### src/rtl/guess_entry_ctrl.sv
// Guess entry front end: debounces the confirm button, captures SW as four BCD digits,
// range/uniqueness checks them and offers the guess over valid/ready. Option: GUESS_UNIQUE_CHECK_EN.
module guess_entry_ctrl #(
  parameter int DEBOUNCE_CYCLES = 1_000_000
) (
  input  logic        clock,
  input  logic        reset,
  input  logic [15:0] SW,
  input  logic        confirm_btn,
  input  logic        entry_en,
  input  logic        guess_ready,
  output logic [15:0] guess,
  output logic        guess_valid,
  output logic        reject,
  output logic [1:0]  err_code
);

  localparam int CW = $clog2(DEBOUNCE_CYCLES + 1);

  typedef enum logic [1:0] {
    IDLE,
    WAIT_PRESS,
    CHECK,
    OFFER
  } state_t;

  state_t        state;
  logic          sync1, sync2;
  logic          level, level_d;
  logic [CW-1:0] cnt;
  logic          press;
  logic          range_err;
  logic          dup_err;

  // NOTE: every clocked block uses non-blocking assignments so all registers update together.
  always_ff @(posedge clock or posedge reset) begin
    if (reset) begin
      sync1   <= 1'b0;
      sync2   <= 1'b0;
      level   <= 1'b0;
      level_d <= 1'b0;
      cnt     <= '0;
    end else begin
      sync1   <= confirm_btn;
      sync2   <= sync1;
      level_d <= level;
      if (sync2 == level) begin
        cnt <= '0;
      end else if (cnt == CW'(DEBOUNCE_CYCLES)) begin
        level <= sync2;
        cnt   <= '0;
      end else begin
        cnt <= cnt + 1'b1;
      end
    end
  end

  // Only the debounced rising edge is an event; releases are ignored.
  assign press = level & ~level_d;

  always_comb begin
    range_err = 1'b0;
    for (int i = 0; i < 4; i++) begin
      if (guess[i*4 +: 4] > 4'd9) range_err = 1'b1;
    end
  end

`ifdef GUESS_UNIQUE_CHECK_EN
  always_comb begin
    dup_err = 1'b0;
    for (int i = 0; i < 4; i++) begin
      for (int j = i + 1; j < 4; j++) begin
        if (guess[i*4 +: 4] == guess[j*4 +: 4]) dup_err = 1'b1;
      end
    end
  end
`else
  assign dup_err = 1'b0;
`endif

  always_ff @(posedge clock or posedge reset) begin
    if (reset) begin
      state       <= IDLE;
      guess       <= '0;
      guess_valid <= 1'b0;
      reject      <= 1'b0;
      err_code    <= 2'b00;
    end else begin
      reject <= 1'b0;
      if (!entry_en) begin
        // Dropping entry_en abandons any pending offer.
        state       <= IDLE;
        guess_valid <= 1'b0;
      end else begin
        case (state)
          IDLE: state <= WAIT_PRESS;
          WAIT_PRESS: begin
            if (press) begin
              guess    <= SW;
              err_code <= 2'b00;
              state    <= CHECK;
            end
          end
          CHECK: begin
            if (range_err) begin
              err_code <= 2'b01;
              reject   <= 1'b1;
              state    <= WAIT_PRESS;
            end else if (dup_err) begin
              err_code <= 2'b10;
              reject   <= 1'b1;
              state    <= WAIT_PRESS;
            end else begin
              guess_valid <= 1'b1;
              state       <= OFFER;
            end
          end
          OFFER: begin
            if (guess_ready) begin
              guess_valid <= 1'b0;
              state       <= WAIT_PRESS;
            end
          end
          default: state <= IDLE;
        endcase
      end
    end
  end

endmodule

### config.mk
export PLATFORM = sky130hd
export DESIGN_NAME = guess_entry_ctrl
export DESIGN_NICKNAME = d
export VERILOG_FILES = /design/src/rtl/guess_entry_ctrl.sv
export SDC_FILE = /design/constraint.sdc
export NUM_CORES = 1
export LEC_CHECK = 0
export BUFFER_PORTS_ARGS = -buffer_cell sky130_fd_sc_hd__buf_4
export CORE_MARGIN = 2
export CORE_UTILIZATION = 30
export CTS_BUF_LIST = sky130_fd_sc_hd__clkbuf_8
export CTS_CLUSTER_SIZE = 20
export DETAILED_ROUTE_END_ITERATION = 7
export GPL_TIMING_DRIVEN = 0
export PLACE_DENSITY = 0.55
export SETUP_SLACK_MARGIN = 0.02
export SLEW_MARGIN = 20
export SYNTH_ARGS = -nofsm -noshare
export SYNTH_HDL_FRONTEND = slang
export SYNTH_SLANG_ARGS = --single-unit
export TNS_END_PERCENT = 1
### constraint.sdc
create_clock -name clock -period 2.68 [get_ports clock]
set_input_delay 0.804 -clock clock [delete_from_list [all_inputs] [get_ports clock]]
set_output_delay 0.804 -clock clock [all_outputs]
set_load 0.005 [all_outputs]
======== Word-level counts from Yosys, hierarchy flattened ========
Index checks and enable logic that the tools add are counted.
storage, ports and cells
  logic and storage cells ................. 57
  bits of input ports ..................... 21
  register bits after elaboration ......... 46
  output and inout port bits .............. 20
cells by class
  equality and inequality tests ........... 11
  multiplexer cells ....................... 21
  bitwise logic cells ..................... 3
  $add $sub $neg .......................... 1
  reductions and logical operators ........ 7
  order comparisons ....................... 4
operator list
  cell                                                   number
  two-way mux 20 bit                                     2
  adder 20 x 1 -> 20 bit, second input constant          1
  == test 20 bit, second input constant                  1
  greater-than comparator 4 bit, second input constant   4
  two-way mux 2 bit                                      6
  two-way mux 1 bit                                      10
  inequality test 3 bit, second input constant           3
  one-hot mux 2 bit (4 select lines)                     1
  AND reduction 3 bit                                    2
  == test 2 bit, second input constant                   2
  inequality test 2 bit, second input constant           2
  one-hot mux 2 bit (2 select lines)                     1
  AND reduction 2 bit                                    2
  AND reduction 4 bit                                    1
  inequality test 3 x 1 -> 1 bit, second input constant  1
  == test 2 x 1 -> 1 bit, second input constant          1
  zero test 2 bit                                        1
  NOT 1 bit                                              2
  one-hot mux 1 bit (2 select lines)                     1
  nonzero test 2 bit                                     1
  AND 1 bit                                              1
  == test 1 bit                                          1

======== Longest topological paths before layout ========
Gate-level depths: netlist (run 1).
  depth in word-level cells ............... 8
  depth in mapped cells ................... 6
  mapped depth without buffers ............ 5

======== Worst setup path after synthesis (run 1) ========
OpenSTA, ideal clock, no wires.
  path type ............................... in2reg
  from .................................... input port entry_en
  to ...................................... register guess[0]
  stages .................................. 3
  setup time .............................. 125 ps
  slack ................................... 837 ps
  arrival ................................. 1,718 ps
  path buffers ............................ 1
  required time ........................... 2,555 ps
  path through ............................ nand3_1 > clkbuf_1 > mux2_2
on the way
  word-level cells in the longest chain between the ends .. 1
ends and longest elaborated chain
  item                           line  RTL
  start, declared                10    input logic entry_en,
  AND reduction 3 bit (no line)  --
  end signal, assigned           84    guess <= '0;
  end signal, assigned           99    guess <= SW;
  end, declared                  12    output logic [15:0] guess,
Every way passes these cells.
A chain may end at the register's enable or synchronous reset.

======== Worst setup path in the final report (run 1) ========
  from .................................... register cnt[0]
  to ...................................... register cnt[18]
on the way
  word-level cells in the longest chain between the ends .. 3
  elaborated cells on any way between the ends .. 4
  classes of those cells .................. add/sub (1); eq/ne (1); mux (2)
ends and longest elaborated chain
  item                                                      line    RTL
  start, declared                                           30      logic [CW-1:0] cnt;
  start signal, assigned                                    53      cnt <= cnt + 1'b1;
  adder 20 x 1 -> 20 bit or == test 20 bit (tied branches)  53, 49
  two-way mux 20 bit (*)                                    49      end else if (cnt == CW'(DEBOUNCE_CYCLES)) begin
  two-way mux 20 bit (*)                                    47      if (sync2 == level) begin
Every way passes the cells marked *; elsewhere a longest branch is shown, timed or not.

==> results.tsv, run 1 <==
metric	value	unit
run status	finished clean	
startpoint of the most critical register-to-register path	cnt[0]	
share of the synthesized netlist area taken by xor and xnor gates	0.0496	
post-CTS clock slew at the launch and capture registers of the worst setup and hold paths	0.09	ns
area of the multi-input gates	911	µm²
Hold Fails Final Rpt	0	
core region area	6830	µm²
Worst Max-Slew Pin Slew	0.527	ns
Setup violations, final	0	
layout filler cell count	726	
power per cell area	489	nW/µm²
die extent in y	88.0	µm
Synth Register Bits	45	
Top FF cell, synth	sky130_fd_sc_hd__dfrtp_1	
number of cell instances on the worst register-to-register path	5	
worst vdd ir	0.180	mV
effective utilization at floorplan	0.310	
Max Clock Freq	0.495	GHz
number of synthesized flops with an enable pin	0	
total clock sinks	45	
kind of start point of the critical path	flop	
number of global-route vias before repair	1475	
most used standard cell by instance count after synthesis	sky130_fd_sc_hd__dfrtp_1	
portion of synthesized cell area occupied by the leading cell type	0.532	
data arrival time at the worst-slack endpoint	2.25	ns
Worst Min Path Start	sync1	
worst slew margin relative to its limit	0.649	
max_cap viols	0	
number of buffers created by CTS	5	
diode count	0	
share of synthesized flip-flops with an asynchronous set or reset	1.00	
Core Rows	30	
post-synthesis instance total	194	
combinational family with the most area after synthesis	simple AND/OR/NAND/NOR gates	
maximum number of pins on one net before global-route repair	34	
fin crit period	2.02	ns
number of vias after detailed routing	1541	
top cells by count, synth	sky130_fd_sc_hd__dfrtp_1, sky130_fd_sc_hd__mux2_2, sky130_fd_sc_hd__nor2_1	
capture endpoint of the worst hold path	sync2	
Mapped Area	2120	µm²
basic-gate share of the synthesized area counting and, or, nand and nor cells	0.180	
overall power consumption	1.30	mW
total global routing overflow	0	
Yosys warning total	0	
number of nets in the layout	267	
I/O Pins	41	
ratio of final minimum period to clock period	0.754	
initial antenna violation count	0	
clock tree from TritonCTS	yes	
max-slew violation count	0	
element type at the critical path end	flop	
floorplan die area	7750	µm²
Critical R2R Capture	cnt[18]	
required time of the critical path	2.91	ns
number of setup buffers added after CTS	0	
setup TNS	0	ns
Synth Area in Compound Gates	0.0738	
adder-cell share of the synthesized area	0.0295	
routed wirelength normalized by instance count	12.2	µm
share of cells above drive strength 1	0.318	
post-cts hold buffer count	0	
reg-to-reg setup timing slack	0.66	ns
antenna violation net count after detailed routing	0	
number of distinct standard cells referenced by the synthesized netlist	39	
sequential area share after synthesis	0.532	
Post-Syn Area per Cell	10.9	µm²
total routing resource utilization after global routing	0.114	
class of the most critical setup path	flop to flop	
number of I/O port buffers	39	
later-pin clock latency in the skew report	0.30	ns
Clock Skew	0.0101	ns
unrepaired setup endpoints after global routing	false	
clk buf depth	2	
Post-Route WL	4.12	mm
largest fanout on the critical path	6	
main area contributors after synthesis	sky130_fd_sc_hd__dfrtp_1, sky130_fd_sc_hd__mux2_2, sky130_fd_sc_hd__o21ai_0	
area taken by flip-flops and latches	1130	µm²
Residual DRC	0	
CTS resizes	0	
root buffer cell	sky130_fd_sc_hd__clkbuf_8	
DR vias/cell	4.56	
Hold Path Stages	0	
Area Overhead vs Synth	25.9	%
post-synth net total	220	
RePlAce Congestion	0.737	
HPWL after detailed placement	3.02	mm
number of violations reported at the end of detailed-routing iteration 0	84	
portion of netlist area occupied by mux cells	0.0951	
reported leakage power	1.25	nW
length of the first detailed-routing pass in iterations	4	
horizontal die dimension	88.0	µm
global-route wire length before repair	6.89	mm
post-synth top area cell	sky130_fd_sc_hd__dfrtp_1	
path class of the lowest-slack min-delay path	flop to flop	
maximum level of the CTS H-tree	2	
## power by group
group / internal, mW / leakage, nW / switching (mW)
combinational: 0.0388 / 0.569 / 0.0406
sequential: 0.687 / 0.620 / 0.00793
clock: 0.300 / 0.0626 / 0.229
## registers in the layout (all words and copies together) (netlist names)
signal / count
cnt: 20
err_code: 1
guess: 16
guess_valid: 1
level: 1
level_d: 1
reject: 1
state: 2
sync1: 1
sync2: 1
## final cells by class
| class | instances | share of cell area |
|---|---|---|
| sequential | 45 | 0.422 |
| multi-input combinational | 132 | 0.341 |
| timing repair buffer | 40 | 0.117 |
| tap | 96 | 0.0450 |
| clock buffer | 6 | 0.0310 |
| inverter | 11 | 0.0155 |
| buffer | 6 | 0.0150 |
| clock inverter | 2 | 0.0127 |
## cell families (layout without fill, tap and decap cells)
| family | Yosys count | after routing |
|---|---|---|
| flip-flops | 45 | 45 |
| adder cells (fa/ha/maj) | 5 | 5 |
| other | 1 | 1 |
| multiplexers | 18 | 18 |
| buffers and inverters | 17 | 65 |
| AO/OA/AOI/OAI | 27 | 27 |
| XOR/XNOR | 12 | 12 |
| AND/OR/NAND/NOR | 69 | 69 |
## per-layer routing
metal	GRT usage	wire length [µm]
met5	0	0
met2	0.180	1880
met1	0.151	1970
met3	0.0320	216
met4	0.0413	64
## through the flow
| stage | hold WS [ns] | std cells | util | cell area, µm² | worst slack, ns |
|---|---|---|---|---|---|
| 2_1_floorplan | 0.331 | 194 | - | 2120 | 0.817 |
| 3_3_place_gp | 0.336 | 329 | 0.371 | 2530 | 0.159 |
| 3_5_place_dp | 0.337 | 330 | 0.373 | 2550 | 0.467 |
| 4_1_cts | 0.358 | 338 | 0.390 | 2670 | 0.673 |
| 5_1_grt | 0.367 | 338 | 0.390 | 2670 | 0.546 |
| 6_report | 0.355 | 338 | 0.390 | 2670 | 0.659 |
## critical path, cell delays in order, from the launching register on
cell	delay, ns
sky130_fd_sc_hd__dfrtp_1	0.44
sky130_fd_sc_hd__ha_1	0.29
sky130_fd_sc_hd__nand4_1	0.24
sky130_fd_sc_hd__or2_2	0.38
sky130_fd_sc_hd__or4_1	0.47
sky130_fd_sc_hd__a21oi_1	0.14
## worst max path at each step
stage,to,from,cells past startpoint
floorplan,cnt[0],reset,1
global placement,state[0],reset,2
detailed placement,guess[8],entry_en,4
CTS,cnt[18],cnt[0],5
global route,guess[4],state[1],5
finish,cnt[18],cnt[0],5
## cell usage in the layout (no fill, tap or decap), types with 2 or more instances in the layout
cell type,count
sky130_fd_sc_hd__a21oi_1,7
sky130_fd_sc_hd__and3_1,2
sky130_fd_sc_hd__buf_2,2
sky130_fd_sc_hd__buf_4,41
sky130_fd_sc_hd__clkbuf_8,6
sky130_fd_sc_hd__dfrtp_1,45
sky130_fd_sc_hd__ha_1,5
sky130_fd_sc_hd__inv_1,11
sky130_fd_sc_hd__mux2_2,17
sky130_fd_sc_hd__nand2_1,10
sky130_fd_sc_hd__nand3_1,9
sky130_fd_sc_hd__nand4_1,8
sky130_fd_sc_hd__nor2_1,17
sky130_fd_sc_hd__nor2b_1,3
sky130_fd_sc_hd__nor3_1,3
sky130_fd_sc_hd__nor4b_1,2
sky130_fd_sc_hd__o21ai_0,13
sky130_fd_sc_hd__o31ai_1,2
sky130_fd_sc_hd__or3_1,5
sky130_fd_sc_hd__xnor2_1,7
sky130_fd_sc_hd__xor2_1,5
(Power assumes the default switching activity.)
==> run 2, diff against run 1 <==
ABC_AREA = 1   (was unset)
PLACE_DENSITY = 0.56   (was 0.55)
clock period = 1.7 ns   (was 2.68 ns; I/O delays follow)
==> run 2 against run 1 <==
Net effect:
- hold slack worse by 0.20 ns
- synthesized cell count is 42% higher
- worst setup slack lost 0.47 ns
- sequential cell count is the same
- final area rose by 4.6%
- fmax up 34%
- first-iteration DRC count grew 3.6%
- sequential power is 63% higher
- total power up 59%
- critical path type unchanged
- critical path depth rose by 3
- final cell count grew 26%
- highest routed layer unchanged
- count of clock-buffer cells in the layout unchanged
==> results.tsv, run 2 <==
metric	value	unit	change
path class of the lowest-slack min-delay path	primary input to async pin		
Setup violations, final	0		unchanged
largest fanout on the critical path	10		+4
share of cells above drive strength 1	0.233		-0.0851
main area contributors after synthesis	sky130_fd_sc_hd__dfrtp_1, sky130_fd_sc_hd__nand2_1, sky130_fd_sc_hd__nor2_1		
crit-path most repeated cell	sky130_fd_sc_hd__nand2_1		
max-slew violation count	0		unchanged
Layout Cells excl Fill	425		+26%
effective utilization at floorplan	0.309		-0.000847
CTS resizes	0		unchanged
sequential area share after synthesis	0.505		-0.0268
clock tree from TritonCTS	yes		
Mapped Area	2230	µm²	+5.3%
register bank with the most flops	cnt		
flip-flop count of the largest register, all copies and words added	20		unchanged
CP Capture Point	guess[2]		
Clock Skew	0.00480	ns	-0.00527 ns
number of global-route vias before repair	1748		+19%
Buf+Inv Stages, Crit Path	3		+3
Top FF cell, synth	sky130_fd_sc_hd__dfrtp_1		
reported leakage power	1.42	nW	+14%
required time of the critical path	1.91	ns	-1.00 ns
class of the most critical setup path	flop to flop		
reg-to-reg setup timing slack	0.19	ns	-0.47 ns
length of the first detailed-routing pass in iterations	4		unchanged
run status	finished clean		
final hold slack	0.153	ns	-0.202 ns
number of vias after detailed routing	1829		+19%
root buffer cell	sky130_fd_sc_hd__clkbuf_8		
I/O Pins	41		unchanged
most common cell after layout, fill and taps aside	sky130_fd_sc_hd__nand2_1		
floorplan die area	8140	µm²	+5.1%
portion of synthesized cell area occupied by the leading cell type	0.505		-0.0268
Post-Route WL	4.53	mm	+9.9%
fin crit period	1.51	ns	-0.511 ns
power per cell area	743	nW/µm²	+52%
antenna violation net count after detailed routing	0		unchanged
Hold Fails Final Rpt	0		unchanged
overall power consumption	2.07	mW	+59%
routed wirelength normalized by instance count	10.7	µm	-13%
Slowest-stage cell, CP	sky130_fd_sc_hd__dfrtp_1		
number of buffers created by CTS	5		unchanged
most used standard cell by instance count after synthesis	sky130_fd_sc_hd__nand2_1		
setup TNS	0	ns	unchanged
DR vias/cell	4.30		-5.6%
max_cap viols	0		unchanged
horizontal die dimension	90.2	µm	+2.5%
number of cell instances on the worst register-to-register path	8		+3
Core Rows	31		+3.3%
Max Clock Freq	0.662	GHz	+34%
HPWL after detailed placement	3.44	mm	+14%
Yosys warning total	0		unchanged
global-route wire length before repair	7.91	mm	+15%
number of nets in the layout	351		+31%
clk buf depth	2		unchanged
post-CTS clock slew at the launch and capture registers of the worst setup and hold paths	0.09	ns	about the same
Worst path top cell family by delay	flip-flops		
kind of start point of the critical path	flop		
share of synthesized flip-flops with an asynchronous set or reset	1.00		unchanged
ratio of final minimum period to clock period	0.888		+0.134
core region area	7210	µm²	+5.6%
total global routing overflow	0		unchanged
worst vdd ir	0.395	mV	+120%
number of I/O port buffers	39		unchanged
most frequent cells in the layout	sky130_fd_sc_hd__nand2_1, sky130_fd_sc_hd__nor2_1, sky130_fd_sc_hd__dfrtp_1		
post-synthesis instance total	275		+42%
post-synth top area cell	sky130_fd_sc_hd__dfrtp_1		
maximum number of pins on one net before global-route repair	33		-2.9%
number of distinct standard cells referenced by the synthesized netlist	26		-33%
count of placed standard cells including taps	414		+25%
unrepaired setup endpoints after global routing	false		
total clock sinks	45		unchanged
Area Overhead vs Synth	25.1	%	
die extent in y	90.2	µm	+2.5%
number of synthesized flops with an enable pin	0		unchanged
startpoint of the most critical register-to-register path	state[1]		
worst slack at placement	0.0976	ns	-0.369 ns
top cells by count, synth	sky130_fd_sc_hd__nand2_1, sky130_fd_sc_hd__nor2_1, sky130_fd_sc_hd__dfrtp_1		
Residual DRC	0		unchanged
placed cell areas	2670	µm²	+4.6%
element type at the critical path end	flop		
largest registers	cnt x20, guess x16, state x2		
later-pin clock latency in the skew report	0.30	ns	about the same
Post-Syn Area per Cell	8.11	µm²	-26%
Synth Register Bits	45		unchanged
data arrival time at the worst-slack endpoint	1.72	ns	-0.53 ns
RePlAce Congestion	0.823		+12%
maximum level of the CTS H-tree	2		unchanged
post-synth net total	301		+37%
initial antenna violation count	0		unchanged
area of all placed cells without fillers	2790	µm²	+4.6%
series of cell instances along the critical path	inv_1 > ha_1 > nand2_1 > nor2_4 > inv_2 > buf_2 > nand2_1 > nand2_1		
total routing resource utilization after global routing	0.119		+0.00513
launching element of the worst setup path	state[1]		
Critical R2R Capture	guess[2]		
final critical-path setup slack	0.190	ns	-0.469 ns
stages on the worst setup path	8		+3
number of violations reported at the end of detailed-routing iteration 0	87		+3.6%
final core utilization	0.387		-0.00373
diode count	0		unchanged
Largest stage delay, worst path	0.42	ns	-0.05 ns
run 2: changes by cell type in the layout (fill, tap and decap cells not counted), moves of 4 or more:
cell                      change
sky130_fd_sc_hd__inv_1       +11
sky130_fd_sc_hd__o21ai_0      -7
sky130_fd_sc_hd__nor2_1      +29
sky130_fd_sc_hd__nand2_2      +6
sky130_fd_sc_hd__nand2_1     +78
sky130_fd_sc_hd__or3_1        -5
sky130_fd_sc_hd__nor2_4       +4
sky130_fd_sc_hd__nand4_1      -6
sky130_fd_sc_hd__nor2_2       +5
sky130_fd_sc_hd__mux2_2      -17
run 2: worst min-delay path by stage:
stage	from	endpoint	slack, ns	cells past startpoint
after floorplan	sync1	sync2	0.33	0
after global placement	sync1	sync2	0.33	0
after detailed placement	sync1	sync2	0.34	0
after CTS	reset	guess[8]	0.15	2
after global routing	reset	guess[8]	0.17	2
final	reset	guess[8]	0.15	2
run 2: what timing repair did:
item	4_1_cts	5_1_grt
setup buffers	0	3
hold buffers	0	0
endpoints found under the setup margin	0	10
run 2: logic make-up after synthesis:
group                      share of synthesized area
adders and majority gates                     0.0280
and+or+nand+nor                                0.326
DFF                                            0.505
buffers and inverters                         0.0516
AOI/OAI and AO/OA                             0.0409
xor gates and xnor gates                      0.0471
other                                        0.00168
run 2: power by group:
part           switching [mW]  internal, mW  total (mW)
Sequential             0.0272          1.10        1.13
Clock                   0.393         0.338       0.731
Combinational           0.119        0.0965       0.215
run 2: per-layer routing:
metal | part of all wire | global-route usage
met4 | 0.015 | 0.0423
met2 | 0.47 | 0.197
met3 | 0.062 | 0.0335
met5 | 0 | 0
met1 | 0.45 | 0.150
run 2: layout make-up:
type / count / area, µm²
Buffer: 3 / 17.5
Clock buffer: 6 / 82.6
Clock inverter: 2 / 17.5
Fill cell: 791 / 4420
Inverter: 26 / 97.6
Multi-Input combinational cell: 201 / 990
Sequential cell: 45 / 1130
Tap cell: 99 / 124
Timing Repair Buffer: 43 / 335
==> run 3, diff against run 2 <==
PLACE_DENSITY = 0.54   (was 0.56)
clock period = 1.85 ns   (was 1.7 ns; I/O delays follow)
==> run 3 against run 2 <==
Net effect:
- worst setup slack better by 0.065 ns
- sequential share of layout area hardly changed
- die area stayed put
- critical path type unchanged
- count of clock-buffer cells in the layout stayed put
- clock power is 6.6% higher
- final cell count is 0.71% lower
- register-to-register slack better by 0.06 ns
- via count is 4.2% lower
- first-iteration DRC count is 15% lower
==> results.tsv, run 3 (same netlist as run 2, synthesis figures left out) <==
metric	value	unit	change
diode count	0		unchanged
element type at the critical path end	flop		
area of all placed cells without fillers	2790	µm²	about the same
die extent in y	90.2	µm	unchanged
register bank with the most flops	cnt		
Hold Fails Final Rpt	0		unchanged
startpoint of the most critical register-to-register path	state[1]		
kind of start point of the critical path	flop		
Clock Skew	0.00412	ns	-0.000683 ns
I/O Pins	41		unchanged
power share of the combinational group	0.098		-0.006
sequential share of power	0.514		-0.029
number of global-route vias before repair	1793		+2.6%
most common cell after layout, fill and taps aside	sky130_fd_sc_hd__nand2_1		
CTS resizes	0		unchanged
data arrival time at the worst-slack endpoint	1.79	ns	+0.07 ns
largest registers	cnt x20, guess x16, state x2		
max-slew violation count	0		unchanged
Slowest-stage cell, CP	sky130_fd_sc_hd__dfrtp_1		
number of vias after detailed routing	1752		-4.2%
share of cells above drive strength 1	0.226		-0.00712
root buffer cell	sky130_fd_sc_hd__clkbuf_8		
Post-Route WL	4.53	mm	about the same
DR vias/cell	4.15		-3.5%
clock tree from TritonCTS	yes		
core region area	7210	µm²	unchanged
number of nets in the layout	348		-0.85%
maximum number of pins on one net before global-route repair	35		+6.1%
series of cell instances along the critical path	inv_1 > ha_1 > nand2_1 > nor2_4 > inv_2 > buf_2 > nand2_1 > nand2_1		
clock network fraction of total power	0.388		+0.035
worst vdd ir	0.284	mV	-28%
class of the most critical setup path	flop to flop		
required time of the critical path	2.04	ns	+0.13 ns
routed wirelength normalized by instance count	10.7	µm	+0.78%
length of the first detailed-routing pass in iterations	4		unchanged
total clock sinks	45		unchanged
layout filler cell count	781		-1.3%
run status	finished clean		
placed cell areas	2670	µm²	unchanged
Setup violations, final	0		unchanged
total routing resource utilization after global routing	0.119		-0.000379
Critical R2R Capture	guess[8]		
most frequent cells in the layout	sky130_fd_sc_hd__nand2_1, sky130_fd_sc_hd__nor2_1, sky130_fd_sc_hd__dfrtp_1		
number of setup buffers added after CTS	0		unchanged
clk buf depth	2		unchanged
net switching power	0.474	mW	-12%
power per cell area	721	nW/µm²	-2.9%
ratio of final minimum period to clock period	0.862		-0.0258
total global routing overflow	0		unchanged
global-route wire length before repair	8.00	mm	+1.1%
Worst path top cell family by delay	simple AND/OR/NAND/NOR gates		
path class of the lowest-slack min-delay path	primary input to async pin		
post-CTS clock slew at the launch and capture registers of the worst setup and hold paths	0.09	ns	about the same
max_cap viols	0		unchanged
switching part of the total power	0.236		-0.0247
unrepaired setup endpoints after global routing	false		
final critical-path setup slack	0.255	ns	+0.0645 ns
HPWL after detailed placement	3.50	mm	+1.6%
floorplan die area	8140	µm²	unchanged
maximum level of the CTS H-tree	2		unchanged
Buf+Inv Stages, Crit Path	3		unchanged
Area Overhead vs Synth	25.0	%	about the same
flip-flop count of the largest register, all copies and words added	20		unchanged
Residual DRC	0		unchanged
number of buffers created by CTS	5		unchanged
later-pin clock latency in the skew report	0.30	ns	about the same
effective utilization at floorplan	0.309		unchanged
post-cts hold buffer count	0		unchanged
initial antenna violation count	0		unchanged
crit-path most repeated cell	sky130_fd_sc_hd__nand2_1		
reg-to-reg setup timing slack	0.25	ns	+0.06 ns
number of violations reported at the end of detailed-routing iteration 0	74		-15%
cell internal pwr	1.54	mW	+0.29%
reported leakage power	1.41	nW	-0.74%
horizontal die dimension	90.2	µm	unchanged
Largest stage delay, worst path	0.42	ns	about the same
number of cell instances on the worst register-to-register path	8		unchanged
Max Clock Freq	0.627	GHz	-5.4%
number of I/O port buffers	39		unchanged
antenna violation net count after detailed routing	0		unchanged
fin crit period	1.60	ns	+0.0855 ns
Core Rows	31		unchanged
RePlAce Congestion	0.796		-3.2%
worst slack at placement	0.247	ns	+0.150 ns
largest fanout on the critical path	10		unchanged
-- run 3: cell count changes in the layout (fill, tap and decap cells not counted), sizes merged --
cell,previous run,this run
clkinv,1,0
buf,46,43
clkinvlp,0,1
bufinv,0,1
inv,27,26
-- run 3: how the worst max path moves through the flow --
stage	start	endpoint	depth (start not counted)
after floorplan	reset	cnt[0]	1
after CTS	state[1]	guess[8]	8
after detailed placement	state[1]	guess[8]	8
after global routing	state[1]	guess[4]	8
after global placement	reset	cnt[16]	2
final	state[1]	guess[8]	8
-- run 3: through the flow --
step | hold WS [ns] | TNS, ns | std cells | util | power, mW
CTS | 0.198 | 0 | 422 | 0.386 | 2.05
global route | 0.205 | 0 | 422 | 0.386 | 2.12
global placement | 0.331 | -19.07 | 413 | 0.367 | 1.25
floorplan | 0.331 | 0 | 275 | - | 1.18
detailed placement | 0.335 | 0 | 414 | 0.370 | 1.26
finish | 0.194 | 0 | 422 | 0.386 | 2.01
-- run 3: power groups by stage --
stage          clock (mW)  combinational (mW)  sequential (mW)
2_1_floorplan           0               0.126             1.05
3_3_place_gp            0               0.195             1.05
3_5_place_dp            0               0.202             1.05
4_1_cts             0.814               0.203             1.04
5_1_grt             0.852               0.225             1.04
6_report            0.779               0.198             1.03
-- run 3: cell type report --
type | instances | area (µm²) | share of cell area
timing repair buffer | 40 | 313 | 0.112
sequential | 45 | 1130 | 0.404
multi-input combinational | 201 | 990 | 0.355
inverter | 26 | 97.6 | 0.0350
buffer | 3 | 17.5 | 0.00628
clock buffer | 6 | 82.6 | 0.0296
clock inverter | 2 | 37.5 | 0.0135
tap | 99 | 124 | 0.0444
-- run 3: routing by layer --
metal | routed length, µm | GRT usage | vias up
met2 | 2120 | 0.201 | 37
met3 | 292 | 0.0402 | 5
li1 | - | - | 931
met4 | 38 | 0.0308 | 0
met5 | 0 | 0 | -
met1 | 2080 | 0.146 | 779
